--- src/rtl/id_ex_pipeline_reg.sv ---
// ID/EX pipeline register: one-cycle registered copy of decoded control and operands.
// Flush clears everything; bubble zeroes control only; stall holds all contents.
module id_ex_pipeline_reg #(
   parameter int DATA_WIDTH     = 32,
   parameter int REG_ADDR_WIDTH = 5,
   parameter int CNT_WIDTH      = 16
) (
   input  logic                      Clk,
   input  logic                      Reset,
   input  logic                      Stall,
   input  logic                      Bubble,
   input  logic                      Flush,
   input  logic                      Valid_in,
   input  logic                      RegDst_in,
   input  logic                      Branch_in,
   input  logic                      MemRead_in,
   input  logic                      MemtoReg_in,
   input  logic                      MemWrite_in,
   input  logic                      ALUSrc_in,
   input  logic                      RegWrite_in,
   input  logic [2:0]                ALUOp_in,
   input  logic [DATA_WIDTH-1:0]     PCPlus4_in,
   input  logic [DATA_WIDTH-1:0]     ReadData1_in,
   input  logic [DATA_WIDTH-1:0]     ReadData2_in,
   input  logic [DATA_WIDTH-1:0]     SignExt_in,
   input  logic [REG_ADDR_WIDTH-1:0] Rs_in,
   input  logic [REG_ADDR_WIDTH-1:0] Rt_in,
   input  logic [REG_ADDR_WIDTH-1:0] Rd_in,
   input  logic [REG_ADDR_WIDTH-1:0] Shamt_in,
   input  logic [5:0]                Funct_in,
   output logic                      Valid_out,
   output logic                      RegDst_out,
   output logic                      Branch_out,
   output logic                      MemRead_out,
   output logic                      MemtoReg_out,
   output logic                      MemWrite_out,
   output logic                      ALUSrc_out,
   output logic                      RegWrite_out,
   output logic [2:0]                ALUOp_out,
   output logic [DATA_WIDTH-1:0]     PCPlus4_out,
   output logic [DATA_WIDTH-1:0]     ReadData1_out,
   output logic [DATA_WIDTH-1:0]     ReadData2_out,
   output logic [DATA_WIDTH-1:0]     SignExt_out,
   output logic [REG_ADDR_WIDTH-1:0] Rs_out,
   output logic [REG_ADDR_WIDTH-1:0] Rt_out,
   output logic [REG_ADDR_WIDTH-1:0] Rd_out,
   output logic [REG_ADDR_WIDTH-1:0] Shamt_out,
   output logic [5:0]                Funct_out,
   output logic [CNT_WIDTH-1:0]      BubbleCount
);

   localparam int CTRL_W = 10;

   logic [CTRL_W-1:0] ctrl_d;
   logic [CTRL_W-1:0] ctrl_q;
   logic              kill_ctrl;
   logic              load_data;
   logic              cnt_sat;

   assign ctrl_d = {RegDst_in, Branch_in, MemRead_in, MemtoReg_in,
                    MemWrite_in, ALUSrc_in, RegWrite_in, ALUOp_in};

   assign {RegDst_out, Branch_out, MemRead_out, MemtoReg_out,
           MemWrite_out, ALUSrc_out, RegWrite_out, ALUOp_out} = ctrl_q;

   // A bubble or flush overrides a simultaneous stall.
   assign kill_ctrl = Flush | Bubble;
   assign load_data = Bubble | ~Stall;
   assign cnt_sat   = (BubbleCount == {CNT_WIDTH{1'b1}});

   always_ff @(posedge Clk or posedge Reset) begin
      if (Reset) begin
         ctrl_q    <= '0;
         Valid_out <= 1'b0;
      end else if (kill_ctrl) begin
         ctrl_q    <= '0;
         Valid_out <= 1'b0;
      end else if (!Stall) begin
         ctrl_q    <= ctrl_d;
         Valid_out <= Valid_in;
      end
   end

   // Operands still pass through on a bubble so forwarding/debug can see them.
   always_ff @(posedge Clk or posedge Reset) begin
      if (Reset) begin
         PCPlus4_out   <= '0;
         ReadData1_out <= '0;
         ReadData2_out <= '0;
         SignExt_out   <= '0;
         Rs_out        <= '0;
         Rt_out        <= '0;
         Rd_out        <= '0;
         Shamt_out     <= '0;
         Funct_out     <= '0;
      end else if (Flush) begin
         PCPlus4_out   <= '0;
         ReadData1_out <= '0;
         ReadData2_out <= '0;
         SignExt_out   <= '0;
         Rs_out        <= '0;
         Rt_out        <= '0;
         Rd_out        <= '0;
         Shamt_out     <= '0;
         Funct_out     <= '0;
      end else if (load_data) begin
         PCPlus4_out   <= PCPlus4_in;
         ReadData1_out <= ReadData1_in;
         ReadData2_out <= ReadData2_in;
         SignExt_out   <= SignExt_in;
         Rs_out        <= Rs_in;
         Rt_out        <= Rt_in;
         Rd_out        <= Rd_in;
         Shamt_out     <= Shamt_in;
         Funct_out     <= Funct_in;
      end
   end

   always_ff @(posedge Clk or posedge Reset) begin
      if (Reset) begin
         BubbleCount <= '0;
      end else if (kill_ctrl && !cnt_sat) begin
         BubbleCount <= BubbleCount + 1'b1;
      end
   end

endmodule

--- config.mk ---
export PLATFORM = sky130hd
export DESIGN_NAME = id_ex_pipeline_reg
export DESIGN_NICKNAME = d
export VERILOG_FILES = /design/src/rtl/id_ex_pipeline_reg.sv
export SDC_FILE = /design/constraint.sdc
export NUM_CORES = 1
export LEC_CHECK = 0
export CAP_MARGIN = 20
export CELL_PAD_IN_SITES_DETAIL_PLACEMENT = 1
export CELL_PAD_IN_SITES_GLOBAL_PLACEMENT = 1
export CORE_ASPECT_RATIO = 1.2
export CORE_MARGIN = 2
export CORE_UTILIZATION = 30
export CTS_CLUSTER_SIZE = 24
export DETAILED_ROUTE_END_ITERATION = 10
export HOLD_SLACK_MARGIN = 0.08
export PLACE_DENSITY = 0.82
export SETUP_SLACK_MARGIN = 0.3
export SYNTH_ARGS = -nofsm -noshare
export SYNTH_HDL_FRONTEND = slang
export SYNTH_SLANG_ARGS = --single-unit
--- constraint.sdc ---
create_clock -name Clk -period 9.1 [get_ports Clk]
set_clock_uncertainty 0.05 [all_clocks]
set_input_delay 2.73 -clock Clk [delete_from_list [all_inputs] [get_ports Clk]]
set_output_delay 2.73 -clock Clk [all_outputs]
set_load 0.005 [all_outputs]
==> results.md, run 1 <==
- First-pass GRT wire length: 36600 um
- Max Slew Vio Count: 0
- Synth Instances: slightly below 800
- Final min period: about 5000 ps
- Initial antenna violation count: 0
- Slowest cell on crit path: clkdlybuf4s50_1
- Vias: 6528
- Num ports: between 300 and 400
- Row cnt: 63
- Sequential element share of the synthesized area: 0.593
- TNS Setup: 0 ps
- Mean Syn Cell Area: ~10 um2
- Iter 0 DRT Violations: roughly 240
- CTS Hold Buffers Added: 0
- Layout area overhead: 57.3%
- CTS buffer count: 17
- Largest area contributor in the netlist: dfrtp_1
- Post-synthesis cell type count: 29
- Post-synth net total: around 950
- Count of final setup violators: 0
- Top_reg_cell synth: dfrtp_1
- Flops & latches, synth: 181
- Largest net degree at the start of global routing: between 300 and 400
- Max_slew headroom: 0.143
- Final period utilization: 0.551
- Buffers inserted by post-CTS timing repair: 0
- Critical Path Source Type: primary input
- Worst setup EP type: register
- Synthesized cell area: 7640 um2
- DRC violations left: 0
- Unrepaired setup endpoints after global routing: false
- DR vias/cell: ~4.6
- HP Class: reg2reg
- GPL Wtd Cong: between 0.7 and 0.8
- EDFF count, synth: 0
- CTS root buffer: clkbuf_16
- Critical Path RT: between 9000 and 10000 ps
- Layout cells sized above 1: 0.0425
- Die height: between 150 and 200 um
- Skew-Pair Late Insertion Delay: about 430 ps
- Status: complete, no violations
- Die area: roughly 27000 um2
- H-tree depth: 4
- Hpwl dp: between 15000 and 20000 um
- Critical Path Max Stage Delay: approximately 970 ps
- Kind of critical path: in2reg
- CP arrival: 5210 ps
- Core area: ~25000 um2
- TritonCTS clock tree: done
- Initial Util: 0.308
- Fmax: approximately 200 MHz
- Routed WL: about 24000 um
- Final Hold Fails: 0
- Cell leakage power: just under 5 nW
- Critical-path cell list: clkdlybuf4s50_1 > and2_4 > buf_12 > o21ai_0
- Pre-Repair DR Iteration Count: 4
- Clk sinks: 181
- Fillers: 2780
- Clk buf depth: 2
- Final #Nets: roughly 1.3k
- Max-Cap Viols: 0
- Maximum VDD drop: between 100 and 150 uV
- Synthesis Warnings: 0
- Vias in the first global route: slightly below 7k
- PwrDens: approximately 170 nW/um2
- Antenna-violating nets left: 0
- Share of the synthesized area in the top cell type: 0.593
- Die Span X: 150 um
- FFs w/ async S/R, synth: 1.00
- Post-CTS Resized: 0
- Largest cells by area after synthesis: dfrtp_1 59%, nand2b_1 13%, o21ai_0 10%
- Gr usage total: 0.176
- Tightest Pin Transition: approximately 1300 ps
- I/O Buffers: 350
- ANT cells: 0
- GR Overflow Total: 0
- Crit path max fanout: 308
- Drt wl/cell: roughly 17 um
- Reg clk slew, reported paths: ~60 ps
- Post-Route Utilization: 0.484
[cells by family (layout without fill, tap and decap cells)]
logic type,count (synthesis),in the layout,synth area share
buf+inv,55,387,0.0308
simple gates,353,353,0.236
fa+ha+maj,1,1,0.00164
mux,12,12,0.0164
flops,181,181,0.593
xor+xnor,14,14,0.0161
compound gates,159,159,0.106
[area by class of cell]
| class | instances | area [um2] | share of cell area |
|---|---|---|---|
| multi-input combinational | 539 | 2880 | 0.239 |
| tap | 325 | 407 | 0.0339 |
| clock inverter | 13 | 194 | 0.0161 |
| inverter | 1 | 8.76 | 0.000729 |
| timing repair buffer | 354 | 3540 | 0.295 |
| sequential | 181 | 4530 | 0.377 |
| clock buffer | 19 | 453 | 0.0377 |
[through the flow]
step	cells	area, um2	hold WS, ps	power, mW	worst slack [ps]
after global routing	1432	12000	457	2.19	4000
after global placement	1400	11400	411	1.28	3820
after detailed placement	1400	11400	419	1.29	3720
after CTS	1432	12000	434	2.12	4180
after floorplan	775	7640	423	1.04	1400
final	1432	12000	427	2.09	4080
[per-layer routing]
metal | vias up | wire length [um] | track usage
li1 | 3155 | - | -
met1 | 3125 | 9250 | 0.196
met2 | 211 | 12400 | 0.313
met3 | 37 | 1730 | 0.0567
met4 | 0 | 708 | 0.0692
met5 | - | 0 | 0
[state kept, by name, summed over array words and instances, names as in the netlist]
signal         count
Valid_out          1
ReadData2_out     32
Shamt_out          5
Funct_out          6
SignExt_out       32
PCPlus4_out       32
ctrl_q            10
Rd_out             5
ReadData1_out     32
BubbleCount       16
Rt_out             5
Rs_out             5
[power by group]
part | switching [mW] | leakage, nW | internal [mW]
clock network | 0.334 | 0.315 | 0.480
registers | 0.0547 | 2.35 | 0.867
logic | 0.131 | 2.26 | 0.222
[synthesized netlist by cell type, types with 2 or more instances]
cell / count
and4_4: 2
a31oi_1: 2
xor2_1: 3
nor2_1: 15
nand2b_1: 154
dfrtp_1: 181
xnor2_1: 11
clkbuf_1: 35
and3_1: 3
nand2_1: 156
nand3_1: 8
nand4_1: 8
buf_2: 17
buf_4: 2
o21ai_0: 154
mux2i_1: 11
[worst max-delay path: cells and delay by family]
family | cells | cell delay (ps)
and+or+nand+nor | 1 | 290
AOI/OAI and AO/OA | 1 | 270
buffers and inverters | 2 | 1540
[worst paths after layout]
path / from / endpoint / slack, ps / cells past startpoint
max: Stall / ReadData1_out[16]$_DFFE_PP0P_ / 4080 / 4
min: ReadData1_out[26]$_DFFE_PP0P_ / ReadData1_out[26]$_DFFE_PP0P_ / 430 / 2
max reg2reg: BubbleCount[1]$_DFFE_PP0P_ / BubbleCount[1]$_DFFE_PP0P_ / 7350 / 5
min reg2reg: ReadData1_out[26]$_DFFE_PP0P_ / ReadData1_out[26]$_DFFE_PP0P_ / 430 / 2
max in group asynchronous: Reset / SignExt_out[15]$_DFFE_PP0P_ / 5060 / 3
min in group asynchronous: Reset / PCPlus4_out[0]$_DFFE_PP0P_ / 2720 / 2
[cells in the final DEF (no fill, tap or decap), types with 2 or more instances in the layout]
master and count:
a31oi_1 2, and2_4 2, and3_1 3, and4_4 2, buf_4 4, bufinv_16 4, clkbuf_16 17, clkbuf_8 2
clkdlybuf4s50_1 349, clkinv_4 3, dfrtp_1 181, inv_6 5, mux2i_1 11, nand2_1 156, nand2b_1 154, nand3_1 8
nand4_1 8, nor2_1 15, o21ai_0 154, xnor2_1 11, xor2_1 3
Power figures use the tool's default switching activity.
==> run 2: changes to the inputs <==
- clock period: 9.1 -> 5.1 ns (I/O delays scaled with it)
==> run 2 against run 1 <==
Non-clock buffer count up 4. Combinational power up 79%. Final area about the same. Clock-buffer cell count up 4. Hold slack worse by 0.54 ps. First-iteration DRC count up 18%. Utilization about the same. Cell count up 0.35%. Routed wire length up 1.8%. Sequential power up 79%. Critical path type unchanged.
==> results.md, run 2 (synthesis results as in run 1) <==
- Area of the multi-input gates: 2880 um2 (unchanged)
- Tightest Pin Transition: 724 ps (-560 ps)
- Routed WL: 24500 um (+1.8%)
- DR vias/cell: 4.58 (+0.48%)
- Hpwl dp: 17400 um (+4.4%)
- Final period utilization: 0.654
- Count of final setup violators: 0 (unchanged)
- Final #Nets: 1269 (+0.32%)
- Post-CTS Resized: 0 (unchanged)
- Reg clk slew, reported paths: 60 ps (about the same)
- Critical path's most frequent cell: buf_4
- Max Slew Vio Count: 0 (unchanged)
- Clk buf depth: 2 (unchanged)
- Fillers: 2834 (+1.9%)
- Gr usage total: 0.182 (+0.00582)
- Antenna-violating nets left: 0 (unchanged)
- Max_slew headroom: 0.517 (+0.374)
- Largest net degree at the start of global routing: 97 (-69%)
- Num ports: 351 (unchanged)
- Critical Path Source Type: primary input
- Row cnt: 63 (unchanged)
- GPL Wtd Cong: 0.784 (+3.6%)
- Buffers inserted by post-CTS timing repair: 0 (unchanged)
- Vias in the first global route: 6969 (+2.4%)
- Skew-Pair Late Insertion Delay: 430 ps (about the same)
- Initial antenna violation count: 2 (+2)
- Dpl ws: 1340 ps (-2380 ps)
- Fmax: 300 MHz
- Vias: 6582 (+0.83%)
- Unrepaired setup endpoints after global routing: false
- Reg2Reg Setup Slack: 3400 ps (-3950 ps)
- Core area: 24800 um2 (unchanged)
- Pre-Repair DR Iteration Count: 4 (unchanged)
- Die height: 179 um (unchanged)
- Layout cells sized above 1: 0.0450 (+0.00255)
- GR Overflow Total: 0 (unchanged)
- Layout area overhead: 57.1% (about the same)
- Final min period: around 3300 ps
- Maximum VDD drop: 204 uV (+74%)
- First-pass GRT wire length: 37900 um (+3.7%)
- Max-Cap Viols: 0 (unchanged)
- Post-Route Utilization: 0.483 (about the same)
- Reg-to-reg critical path startpoint: BubbleCount[0]$_DFFE_PP0P_
- TritonCTS clock tree: done
- I/O Buffers: 350 (unchanged)
- Critical Path Max Stage Delay: 630 ps (-340 ps)
- H-tree depth: 4 (unchanged)
- TNS Setup: 0 ps (unchanged)
- CTS Hold Buffers Added: 0 (unchanged)
- Total power: 3.56 mW (+70%)
- Worst Reg2Reg Path Length in Cells: 5 (unchanged)
- HP Class: reg2reg
- Clk sinks: 181 (unchanged)
- Placed insts: 1404 (+0.29%)
- Critical-path cell list: clkdlybuf4s50_1 > buf_4 > and2_4 > buf_4 > o21ai_0
- Register area: 4530 um2 (unchanged)
- HP Start: ReadData2_out[24]$_DFFE_PP0P_
- Most common cell after layout, fill and taps aside: clkdlybuf4s50_1
- Final Hold Fails: 0 (unchanged)
- WHS Path Cells: 2 (unchanged)
- Slowest cell on crit path: and2_4
- Kind of critical path: in2reg
- Status: complete, no violations
- Cell leakage power: 4.91 nW (-0.30%)
- Commonest non-fill, non-tap cells in the layout: 349 x clkdlybuf4s50_1, 181 x dfrtp_1, 156 x nand2_1
- CTS root buffer: clkbuf_16
- Initial Util: 0.308 (unchanged)
- Drt wl/cell: 17.0 um (+1.4%)
- Reg2reg end: BubbleCount[1]$_DFFE_PP0P_
- CP arrival: 3570 ps (-1640 ps)
- Post-Layout Cell Count: 1437 (+0.35%)
- Die area: 26800 um2 (unchanged)
- Setup crit end: ReadData2_out[20]$_DFFE_PP0P_
- Critical Path RT: 5330 ps (-3970 ps)
- PwrDens: 296 nW/um2 (+70%)
- CTS buffer count: 17 (unchanged)
- Worst setup EP type: register
- DRC violations left: 0 (unchanged)
- Crit path max fanout: 71 (-77%)
- Worst Setup SP: Stall
- Die Span X: 150 um (unchanged)
- Iter 0 DRT Violations: 286 (+18%)
- Final WS setup: 1770 ps (-2320 ps)
[run 2: cell type report]
class,count,share of cell area
Clock buffer,23,0.0415
Sequential cell,181,0.377
Clock inverter,9,0.00594
Timing Repair Buffer,358,0.301
Antenna cell,1,0.000209
Tap cell,325,0.0339
Inverter,1,0.000626
Multi-Input combinational cell,539,0.240
[run 2: critical path: cells and delay by family]
kind	cells	cell delay (ps)
buffers and inverters	3	1180
AND/OR/NAND/NOR	1	630
AO/OA/AOI/OAI	1	180
[run 2: how the worst min path moves through the flow]
stage	slack (ps)	to
2_1_floorplan	420	Funct_out[0]$_DFFE_PP0P_
5_1_grt	460	ReadData2_out[7]$_DFFE_PP0P_
4_1_cts	430	ReadData2_out[24]$_DFFE_PP0P_
6_report	430	ReadData2_out[24]$_DFFE_PP0P_
3_5_place_dp	420	ReadData2_out[24]$_DFFE_PP0P_
3_3_place_gp	410	Funct_out[1]$_DFFE_PP0P_
[run 2: layer usage]
metal,part of all wire,track usage,vias to the layer above
li1,-,-,3165
met1,0.39,0.212,3144
met2,0.51,0.316,225
met3,0.067,0.0522,44
met4,0.028,0.0727,4
met5,0.00086,0,-
[run 2: per-stage QoR]
stage                     hold slack (ps)  area, um2
after global routing                  459      12000
after floorplan                       423       7640
after global placement                410      11400
after CTS                             434      12000
final                                 426      12000
after detailed placement              419      11400
[run 2: power breakdown]
group          total [mW]  internal, mW  switching (mW)
Sequential           1.65          1.55          0.0982
Combinational       0.634         0.400           0.234
Clock                1.28         0.693           0.582
==> run 3: changes to the inputs <==
- CORE_UTILIZATION: 30 -> 27
- PLACE_DENSITY: 0.82 -> 0.78
- clock period: 5.1 -> 2.8 ns (I/O delays scaled with it)
==> run 3 against run 2 <==
Sequential share of layout area shrank 0.73 points. Hold slack is essentially flat. Routed wire length grew 1.3%. Worst setup slack lost 1300 ps. Critical path depth shrank 4. Clock power grew 78%. Total power grew 81%. Final area grew 2.0%. Cell count grew 5.1%. Sequential power grew 81%. Largest cell class unchanged.
==> results.md, run 3 (synthesis results as in run 1) <==
- Final Hold Fails: 0 (unchanged)
- GPL Wtd Cong: 0.788 (+0.54%)
- Cell leakage power: 5.00 nW (+1.9%)
- Vias in the first global route: 7216 (+3.5%)
- Grt peak-use layer: met2
- Worst setup EP type: output port
- TritonCTS clock tree: done
- Unrepaired setup endpoints after global routing: false
- DRC violations left: 0 (unchanged)
- Die Span X: 158 um (+5.3%)
- Final #Nets: 1289 (+1.6%)
- First-pass GRT wire length: 38900 um (+2.5%)
- Slowest cell on crit path: clkdlybuf4s50_1
- Met2 Track Usage GR: 0.306 (-0.0106)
- CP arrival: 1460 ps (-2110 ps)
- CTS root buffer: clkbuf_16
- Max_slew headroom: 0.490 (-0.0275)
- Skew-Pair Late Insertion Delay: 430 ps (about the same)
- Most common cell after layout, fill and taps aside: clkdlybuf4s50_1
- Post-CTS Resized: 0 (unchanged)
- Critical Path Max Stage Delay: 550 ps (-80 ps)
- Clk sinks: 181 (unchanged)
- Largest net degree at the start of global routing: 92 (-5.2%)
- Tightest Pin Transition: 766 ps (+41.2 ps)
- Num ports: 351 (unchanged)
- Final min period: 2350 ps
- Count of final setup violators: 0 (unchanged)
- Drt wl/cell: 16.4 um (-3.6%)
- Reg clk slew, reported paths: 70 ps (about the same)
- Initial Util: 0.274 (-0.0340)
- CTS buffer count: 17 (unchanged)
- CP bufs+invs: 1 (-2)
- Final WS setup: 446 ps (-1320 ps)
- Antenna-violating nets left: 0 (unchanged)
- Gr usage total: 0.169 (-0.0131)
- I/O Buffers: 350 (unchanged)
- Fmax: about 420 MHz
- Total power: 6.45 mW (+81%)
- Vias: 6644 (+0.94%)
- Iter 0 DRT Violations: 234 (-18%)
- Status: complete, no violations
- Layout cells sized above 1: 0.0575 (+0.0125)
- Routed WL: 24800 um (+1.3%)
- DR vias/cell: 4.40 (-3.9%)
- Crit path max fanout: 7 (-90%)
- Dpl ws: 319 ps (-1020 ps)
- Buffers inserted by post-CTS timing repair: 0 (unchanged)
- Clk buf depth: 2 (unchanged)
- Layout area overhead: 60.2%
- Maximum VDD drop: 385 uV (+88%)
- Critical-path cell list: clkdlybuf4s50_1
- HP Class: reg2reg
- H-tree depth: 4 (unchanged)
- GR Overflow Total: 0 (unchanged)
- CTS Hold Buffers Added: 0 (unchanged)
- Final period utilization: 0.841
- Max-Cap Viols: 0 (unchanged)
- Critical Path RT: 1910 ps (-3420 ps)
- Die area: 29700 um2 (+11%)
- Top Family by Delay on Critical Path: buffers and inverters
- Commonest non-fill, non-tap cells in the layout: 349 x clkdlybuf4s50_1, 181 x dfrtp_1, 156 x nand2_1
- Row cnt: 67 (+6.3%)
- Met1 usage: 0.183 (-0.0286)
- Initial antenna violation count: 1 (-1)
- Critical Path Source Type: register
- Hpwl dp: 18700 um (+7.5%)
- GR Util met3: 0.0513 (-0.000875)
- Pre-Repair DR Iteration Count: 4 (unchanged)
- Core area: 27900 um2 (+12%)
- Die height: 188 um (+5.3%)
- Max Slew Vio Count: 0 (unchanged)
- PwrDens: 527 nW/um2 (+78%)
- Kind of critical path: reg2out
==> run 3: final cells by class <==
type	count	area (um2)
multi-input combinational	539	2880
clock buffer	23	458
fill	3160	15700
timing repair buffer	378	3810
sequential	181	4530
clock inverter	8	78.8
inverter	1	7.51
tap	379	474
antenna	1	2.50
==> run 3: path summary, 6_finish.rpt <==
check	endpoint	start	slack (ps)	cells after the start
max	BubbleCount[8]	BubbleCount[8]$_DFFE_PP0P_	450	1
min	PCPlus4_out[28]$_DFFE_PP0P_	PCPlus4_out[28]$_DFFE_PP0P_	430	2
max reg2reg	BubbleCount[1]$_DFFE_PP0P_	BubbleCount[0]$_DFFE_PP0P_	1150	5
min reg2reg	PCPlus4_out[28]$_DFFE_PP0P_	PCPlus4_out[28]$_DFFE_PP0P_	430	2
max in group asynchronous	ReadData1_out[12]$_DFFE_PP0P_	Reset	1440	3
min in group asynchronous	Shamt_out[4]$_DFFE_PP0P_	Reset	760	3
==> run 3: layer usage <==
metal | wire, um | vias up
met5 | 0 | -
met4 | 697 | 0
met3 | 1780 | 36
met2 | 13100 | 220
met1 | 9270 | 3194
li1 | - | 3194
==> run 3: through the flow <==
step | hold WS (ps) | instances | util | setup TNS [ps] | area (um2)
2_1_floorplan | 423 | 775 | - | -74680 | 7640
3_3_place_gp | 411 | 1478 | 0.419 | 0 | 11700
3_5_place_dp | 420 | 1478 | 0.419 | 0 | 11700
4_1_cts | 434 | 1509 | 0.438 | 0 | 12200
5_1_grt | 461 | 1510 | 0.438 | 0 | 12200
6_report | 426 | 1510 | 0.438 | 0 | 12200
==> run 3: worst reg2reg max path, delay by kind of cell (launching register included) <==
| kind | cells | cell delay [ps] |
|---|---|---|
| adders and majority gates | 1 | 250 |
| DFF | 1 | 430 |
| muxes | 1 | 290 |
| and+or+nand+nor | 3 | 520 |
==> run 3: report_power, final <==
| part | switching, mW | leakage, nW | total, mW | internal, mW |
|---|---|---|---|---|
| Sequential | 0.167 | 2.35 | 2.99 | 2.82 |
| Clock | 1.03 | 0.249 | 2.28 | 1.24 |
| Combinational | 0.438 | 2.40 | 1.19 | 0.749 |
